==> src/rtl/multicycle_cpu_if.sv <==
// Instruction-fetch and register-writeback bus of multicycle_cpu.
// The core connects to the slave modport; the instruction source or bench connects to master.
interface multicycle_cpu_if #(
  parameter int DW = 8
);
  logic [7:0]    INSTR;
  logic          INSTR_VALID;
  logic          INSTR_READY;
  logic [7:0]    PC;
  logic [DW-1:0] WB_DATA;
  logic          WB_VALID;
  logic          HALTED;

  modport slave (
    input  INSTR, INSTR_VALID,
    output INSTR_READY, PC, WB_DATA, WB_VALID, HALTED
  );

  modport master (
    output INSTR, INSTR_VALID,
    input  INSTR_READY, PC, WB_DATA, WB_VALID, HALTED
  );
endinterface

==> src/rtl/multicycle_cpu.sv <==
// Four-register multicycle core (FETCH/EXEC/MEM/WB) with a small reset-cleared data memory.
// Define MCPU_HALT_EN to make a self-jump (JMP imm=2'b11) park the core in HALT until reset.
module multicycle_cpu #(
  parameter int DW         = 8,
  parameter int DMEM_DEPTH = 16
) (
  input  logic              CLK,
  input  logic              RST,
  multicycle_cpu_if.slave   bus
);

  localparam int AW = (DMEM_DEPTH > 1) ? $clog2(DMEM_DEPTH) : 1;

  localparam logic [1:0] OP_ADD = 2'b00;
  localparam logic [1:0] OP_LW  = 2'b01;
  localparam logic [1:0] OP_SW  = 2'b10;
  localparam logic [1:0] OP_JMP = 2'b11;

  typedef enum logic [2:0] {
    FETCH = 3'd0,
    EXEC  = 3'd1,
    MEM   = 3'd2,
    WB    = 3'd3,
    HALT  = 3'd4
  } state_t;

  state_t        state_q, state_d;
  logic [7:0]    instr_q;
  logic [7:0]    pc_q, pc_d;
  logic [DW-1:0] regs_q [4];
  logic [DW-1:0] mem_q  [DMEM_DEPTH];
  logic [DW-1:0] wb_data_q, wb_data_d;
  logic          wb_valid_q, wb_valid_d;
  logic          instr_ld_s, reg_we_s, mem_we_s;
  logic [1:0]    op_s, rs_s, rt_s, rd_s, dest_s;
  logic [AW-1:0] addr_s;
`ifdef MCPU_HALT_EN
  logic          halted_q, halted_d;
`endif

  function automatic logic [DW-1:0] sext_dw(input logic [1:0] imm);
    return {{(DW-2){imm[1]}}, imm};
  endfunction

  function automatic logic [7:0] sext_pc(input logic [1:0] imm);
    return {{6{imm[1]}}, imm};
  endfunction

  assign op_s   = instr_q[7:6];
  assign rs_s   = instr_q[5:4];
  assign rt_s   = instr_q[3:2];
  assign rd_s   = instr_q[1:0];
  assign dest_s = (op_s == OP_LW) ? rt_s : rd_s;
  // Modulo-DEPTH addressing: only the low AW bits of R[rs]+sext(imm) matter.
  assign addr_s = AW'(regs_q[rs_s] + sext_dw(rd_s));

  // Next-state, PC and writeback decode.
  always_comb begin
    state_d    = state_q;
    pc_d       = pc_q;
    wb_data_d  = wb_data_q;
    wb_valid_d = 1'b0;
    instr_ld_s = 1'b0;
    reg_we_s   = 1'b0;
    mem_we_s   = 1'b0;
`ifdef MCPU_HALT_EN
    halted_d   = halted_q;
`endif
    case (state_q)
      FETCH: begin
        if (bus.INSTR_VALID) begin
          instr_ld_s = 1'b1;
          state_d    = EXEC;
        end else begin
          state_d    = FETCH;
        end
      end
      EXEC: begin
        case (op_s)
          OP_ADD: begin
            wb_data_d  = regs_q[rs_s] + regs_q[rt_s];
            wb_valid_d = 1'b1;
            state_d    = WB;
          end
          OP_LW, OP_SW: begin
            state_d = MEM;
          end
          OP_JMP: begin
            pc_d    = pc_q + 8'd1 + sext_pc(rd_s);
            state_d = FETCH;
`ifdef MCPU_HALT_EN
            if (rd_s == 2'b11) begin
              pc_d     = pc_q;
              state_d  = HALT;
              halted_d = 1'b1;
            end else begin
              state_d  = FETCH;
            end
`endif
          end
          default: begin
            state_d = FETCH;
          end
        endcase
      end
      MEM: begin
        if (op_s == OP_LW) begin
          wb_data_d  = mem_q[addr_s];
          wb_valid_d = 1'b1;
          state_d    = WB;
        end else begin
          mem_we_s = 1'b1;
          pc_d     = pc_q + 8'd1;
          state_d  = FETCH;
        end
      end
      WB: begin
        reg_we_s = 1'b1;
        pc_d     = pc_q + 8'd1;
        state_d  = FETCH;
      end
      HALT: begin
        state_d = HALT;
      end
      default: begin
        state_d = FETCH;
      end
    endcase
  end

  // FSM state, PC and the registered writeback strobe/data.
  always_ff @(posedge CLK or negedge RST) begin
    if (!RST) begin
      state_q    <= FETCH;
      pc_q       <= 8'h00;
      wb_data_q  <= '0;
      wb_valid_q <= 1'b0;
    end else begin
      state_q    <= state_d;
      pc_q       <= pc_d;
      wb_data_q  <= wb_data_d;
      wb_valid_q <= wb_valid_d;
    end
  end

  // Instruction latch; only loaded on the FETCH handshake.
  always_ff @(posedge CLK or negedge RST) begin
    if (!RST) begin
      instr_q <= 8'h00;
    end else if (instr_ld_s) begin
      instr_q <= bus.INSTR;
    end
  end

  // Register file; written from wb_data_q during the WB cycle.
  always_ff @(posedge CLK or negedge RST) begin
    if (!RST) begin
      for (int i = 0; i < 4; i++) begin
        regs_q[i] <= DW'(i);
      end
    end else if (reg_we_s) begin
      regs_q[dest_s] <= wb_data_q;
    end
  end

  // Data memory; the SW write lands on the edge that ends MEM.
  always_ff @(posedge CLK or negedge RST) begin
    if (!RST) begin
      for (int i = 0; i < DMEM_DEPTH; i++) begin
        mem_q[i] <= '0;
      end
    end else if (mem_we_s) begin
      mem_q[addr_s] <= regs_q[rt_s];
    end
  end

`ifdef MCPU_HALT_EN
  // Sticky halt flag, cleared only by reset.
  always_ff @(posedge CLK or negedge RST) begin
    if (!RST) begin
      halted_q <= 1'b0;
    end else begin
      halted_q <= halted_d;
    end
  end

  assign bus.HALTED = halted_q;
`else
  assign bus.HALTED = 1'b0;
`endif

  assign bus.INSTR_READY = (state_q == FETCH);
  assign bus.PC          = pc_q;
  assign bus.WB_DATA     = wb_data_q;
  assign bus.WB_VALID    = wb_valid_q;

endmodule

==> src/flat_wrapper.sv <==
// flat-port wrapper written by rule: the top's interface ports become plain ports
module multicycle_cpu_flat 
#(
  parameter int DW         = 8,
  parameter int DMEM_DEPTH = 16
)
  (CLK, RST, bus_INSTR, bus_INSTR_VALID, bus_INSTR_READY, bus_PC, bus_WB_DATA, bus_WB_VALID, bus_HALTED);
  multicycle_cpu_if #(.DW(DW)) bus_i ();
  input  logic CLK;
  input  logic RST;
  input wire logic [$bits(bus_i.INSTR)-1:0] bus_INSTR;
  input wire logic [$bits(bus_i.INSTR_VALID)-1:0] bus_INSTR_VALID;
  output wire logic [$bits(bus_i.INSTR_READY)-1:0] bus_INSTR_READY;
  output wire logic [$bits(bus_i.PC)-1:0] bus_PC;
  output wire logic [$bits(bus_i.WB_DATA)-1:0] bus_WB_DATA;
  output wire logic [$bits(bus_i.WB_VALID)-1:0] bus_WB_VALID;
  output wire logic [$bits(bus_i.HALTED)-1:0] bus_HALTED;
  assign bus_i.INSTR = bus_INSTR;
  assign bus_i.INSTR_VALID = bus_INSTR_VALID;
  assign bus_INSTR_READY = bus_i.INSTR_READY;
  assign bus_PC = bus_i.PC;
  assign bus_WB_DATA = bus_i.WB_DATA;
  assign bus_WB_VALID = bus_i.WB_VALID;
  assign bus_HALTED = bus_i.HALTED;
  multicycle_cpu #(.DW(DW), .DMEM_DEPTH(DMEM_DEPTH)) u_core (.CLK(CLK), .RST(RST), .bus(bus_i));
endmodule
==> config.mk <==
export PLATFORM = sky130hd
export DESIGN_NAME = multicycle_cpu_flat
export DESIGN_NICKNAME = d
export VERILOG_FILES = /design/src/rtl/multicycle_cpu_if.sv /design/src/rtl/multicycle_cpu.sv /design/src/flat_wrapper.sv
export SDC_FILE = /design/constraint.sdc
export NUM_CORES = 1
export LEC_CHECK = 0
export CORE_MARGIN = 2
export CORE_UTILIZATION = 42
export DETAILED_ROUTE_END_ITERATION = 6
export SYNTH_ARGS = -nofsm -noshare
export SYNTH_HDL_FRONTEND = slang
export SYNTH_SLANG_ARGS = --single-unit
==> constraint.sdc <==
create_clock -name CLK -period 10.8 [get_ports CLK]
set_clock_uncertainty 0.05 [all_clocks]
set_input_delay 2.7 -clock CLK [delete_from_list [all_inputs] [get_ports CLK]]
set_output_delay 2.7 -clock CLK [all_outputs]
set_load 0.005 [all_outputs]
==> key figures <==
Outcome
  – Status: finished clean

Logic synthesis
  – Seq/Total Area, Yosys: roughly half
  – Post-Syn Nets: approximately 710
  – Synth Cell Area: approximately 9500 um2
  – Mapped Cells: 672
  – Synthesized flop and latch total: 188
  – Synth Warn #: 0
  – Avg Cell Area, Syn: between 10 and 15 um2
  – Synth unique cells: between 50 and 60

Clock network
  – Clk_lat worst skew: 450 ps
  – CTS clock-pin slew for the worst setup and hold paths: around 80 ps
  – Hold_buf cts: 0
  – Clock Sinks: around 190
  – CTS Buffer Depth: 2
  – Clk root buf: clkbuf_16
  – CTS buffer count: 17
  – Post-CTS Repair Setup Buffers: 0
  – Post-cts resize count: 0
  – TritonCTS clock tree: yes
  – H-tree depth: 4

Flow run
  – MaxCap Viol Count: 0

Floorplanning
  – Rows: 55
  – Count of boundary I/O pins: 30
  – Die area: 23800 um2
  – Effective utilization at floorplan: 42.3%
  – Die extent in x: 154 um
  – Die H: roughly 150 um
  – Core area: roughly 22000 um2

STA
  – Highest clock rate: 0.223 GHz
  – Final hold vios: 0
  – Worst slew pin tran: roughly 1100 ps
  – RSZ-0062 raised after global routing: no
  – Final period util: ~42%
  – Max Slew Vio Count: 0
  – Min Clock Period, post-route: ~4500 ps
  – Final setup fails: 0
  – Relative slew slack: ~28%
  – Total Neg Setup Slack: 0 ps

Global routing
  – Largest net degree at the start of global routing: roughly 110
  – Initial antenna violation count: 0
  – First-pass GRT wire length: about 35 mm
  – Grt total ovfl: 0
  – Vias in the first global route: between 6000 and 7000
  – Total global-route track usage: between 10% and 20%

Pwr
  – Power Dens Cells: between 300 and 400 nW/um2
  – Lkg Pwr: 4.83 nW
  – Max VDD drop: approximately 0.28 mV

Worst hold path
  – Hold crit path type: flip-flop to flip-flop

Worst setup path
  – Critical path class: flip-flop to output port
  – Crit path max fanout: 11
  – CP startpoint kind: flip-flop
  – Critical path arrival: around 1700 ps
  – CP endpoint kind: output port
  – Req. time, crit path: 8050 ps

Finish
  – Final nets: just over 700
  – Layout area overhead: 12.4%
  – Most frequent cells in the layout: 184 x dfrtp_1, 160 x mux2_2, 48 x mux4_2
  – Share of post-route cells with drive strength above 1: 38.5%
  – Fin area: approximately 11000 um2
  – Most common cell after layout, fill and taps aside: dfrtp_1
  – Filler cells: roughly 2000
  – Ant diodes: 0

Detailed routing
  – Via Count: around 5700
  – DRT antenna net count: 0
  – Pre-Repair DR Iteration Count: 4
  – Initial DRC count: approximately 310
  – WL/cell: approximately 22 um
  – Avg Vias per Cell: 5.77
  – Final WL: roughly 22 mm
  – DRC errors left: 0

Placement
  – HPWL Detailed: about 15 mm
  – Placer Congestion: just under 0.8
  – Cell Area, Placed: 10000 um2
  – Port bufs: 28
[final timing paths]
path | depth (start not counted) | startpoint | slack, ps | end
setup / recovery | 2 | u_core.state_q[0]$_DFF_PN0_ | 6310 | bus_INSTR_READY
hold / removal | 1 | u_core.bus.PC[7]$_DFFE_PN0P_ | 440 | u_core.bus.PC[7]$_DFFE_PN0P_
setup reg to reg | 8 | u_core.instr_q[4]$_DFFE_PN0P_ | 6530 | u_core.mem_q[75]$_DFFE_PN0P_
hold reg to reg | 1 | u_core.bus.PC[7]$_DFFE_PN0P_ | 440 | u_core.bus.PC[7]$_DFFE_PN0P_
max in group asynchronous | 2 | RST | 6790 | u_core.mem_q[57]$_DFFE_PN0P_
min in group asynchronous | 1 | RST | 2340 | u_core.mem_q[23]$_DFFE_PN0P_
[where the power goes]
part / switching (mW) / leakage (nW) / internal [mW]
registers: 0.187 / 2.51 / 0.886
clock network: 0.328 / 0.301 / 0.322
logic: 0.998 / 2.02 / 0.816
[state kept, by name (all words and copies together), names as in the netlist]
| name | cells |
|---|---|
| u_core.mem_q | 128 |
| u_core.instr_q | 8 |
| u_core.bus.WB_DATA | 8 |
| u_core.regs_q | 32 |
| u_core.bus.PC | 8 |
| u_core.bus.WB_VALID | 1 |
| u_core.state_q | 3 |
[logic make-up after synthesis]
| family | synth area share [%] |
|---|---|
| buffers and inverters | 1.90 |
| xor gates and xnor gates | 2.08 |
| other | 0.0395 |
| adders and majority gates | 3.14 |
| AOI/OAI and AO/OA | 4.59 |
| DFF | 49.6 |
| muxes | 32.2 |
| and+or+nand+nor | 6.46 |
[cell type report]
type	count	area [um2]	share of cell area [%]
repair buffers	34	329	3.08
flip-flops and latches	188	4710	44.1
multi-input cells	443	4610	43.2
well taps	285	357	3.34
clock buffers	17	425	3.99
inverters	9	33.8	0.317
clock inverters	15	203	1.90
[worst max-delay path, cell delays in order (launching register included)]
cell	delay, ps
dfrtp_1	500
nor3_1	250
clkdlybuf4s50_1	550
[cells in the mapped netlist (all sizes together)]
master | instances | area, um2
nor2b | 4 | 25.0
fa | 3 | 60.1
nor2 | 20 | 97.6
and2 | 1 | 6.26
o211ai | 1 | 7.51
xor2 | 10 | 87.6
nand3 | 16 | 105
xnor3 | 1 | 22.5
a31oi | 4 | 25.0
clkbuf | 22 | 83.8
a211o | 1 | 8.76
nor3b | 5 | 58.8
mux2 | 161 | 1810
or4 | 1 | 7.51
xnor2 | 10 | 87.6
dfrtp | 184 | 4600
conb | 1 | 3.75
inv | 9 | 33.8
o21bai | 1 | 7.51
a21oi | 20 | 100
and3 | 2 | 12.5
mux2i | 16 | 160
o221ai | 2 | 17.5
o22a | 3 | 26.3
buf | 10 | 62.6
ha | 19 | 238
nand4 | 4 | 40.0
a21o | 7 | 52.6
o21a | 2 | 15.0
nor3 | 7 | 85.1
or3 | 2 | 12.5
mux4 | 48 | 1080
o22ai | 6 | 37.5
nand2 | 32 | 125
dfstp | 4 | 105
a22oi | 1 | 7.51
o21ai | 26 | 130
nand2b | 6 | 37.5
[metal layers]
metal,part of all wire (%),global-route usage [%]
met1,44,25.9
met3,2.7,3.22
met5,0,0
met4,2.1,6.39
met2,51,33.2
[per-stage QoR]
step	setup slack [ps]	util, %	std cells	power, mW	hold WS (ps)
floorplan	7180	-	672	2.41	395
global placement	6350	44.8	959	2.85	406
detailed placement	6250	44.8	959	2.91	419
CTS	6290	47.6	991	3.57	441
global route	6210	47.6	991	3.78	450
finish	6310	47.6	991	3.54	435
No activity file was read; power rests on OpenSTA's default activity.
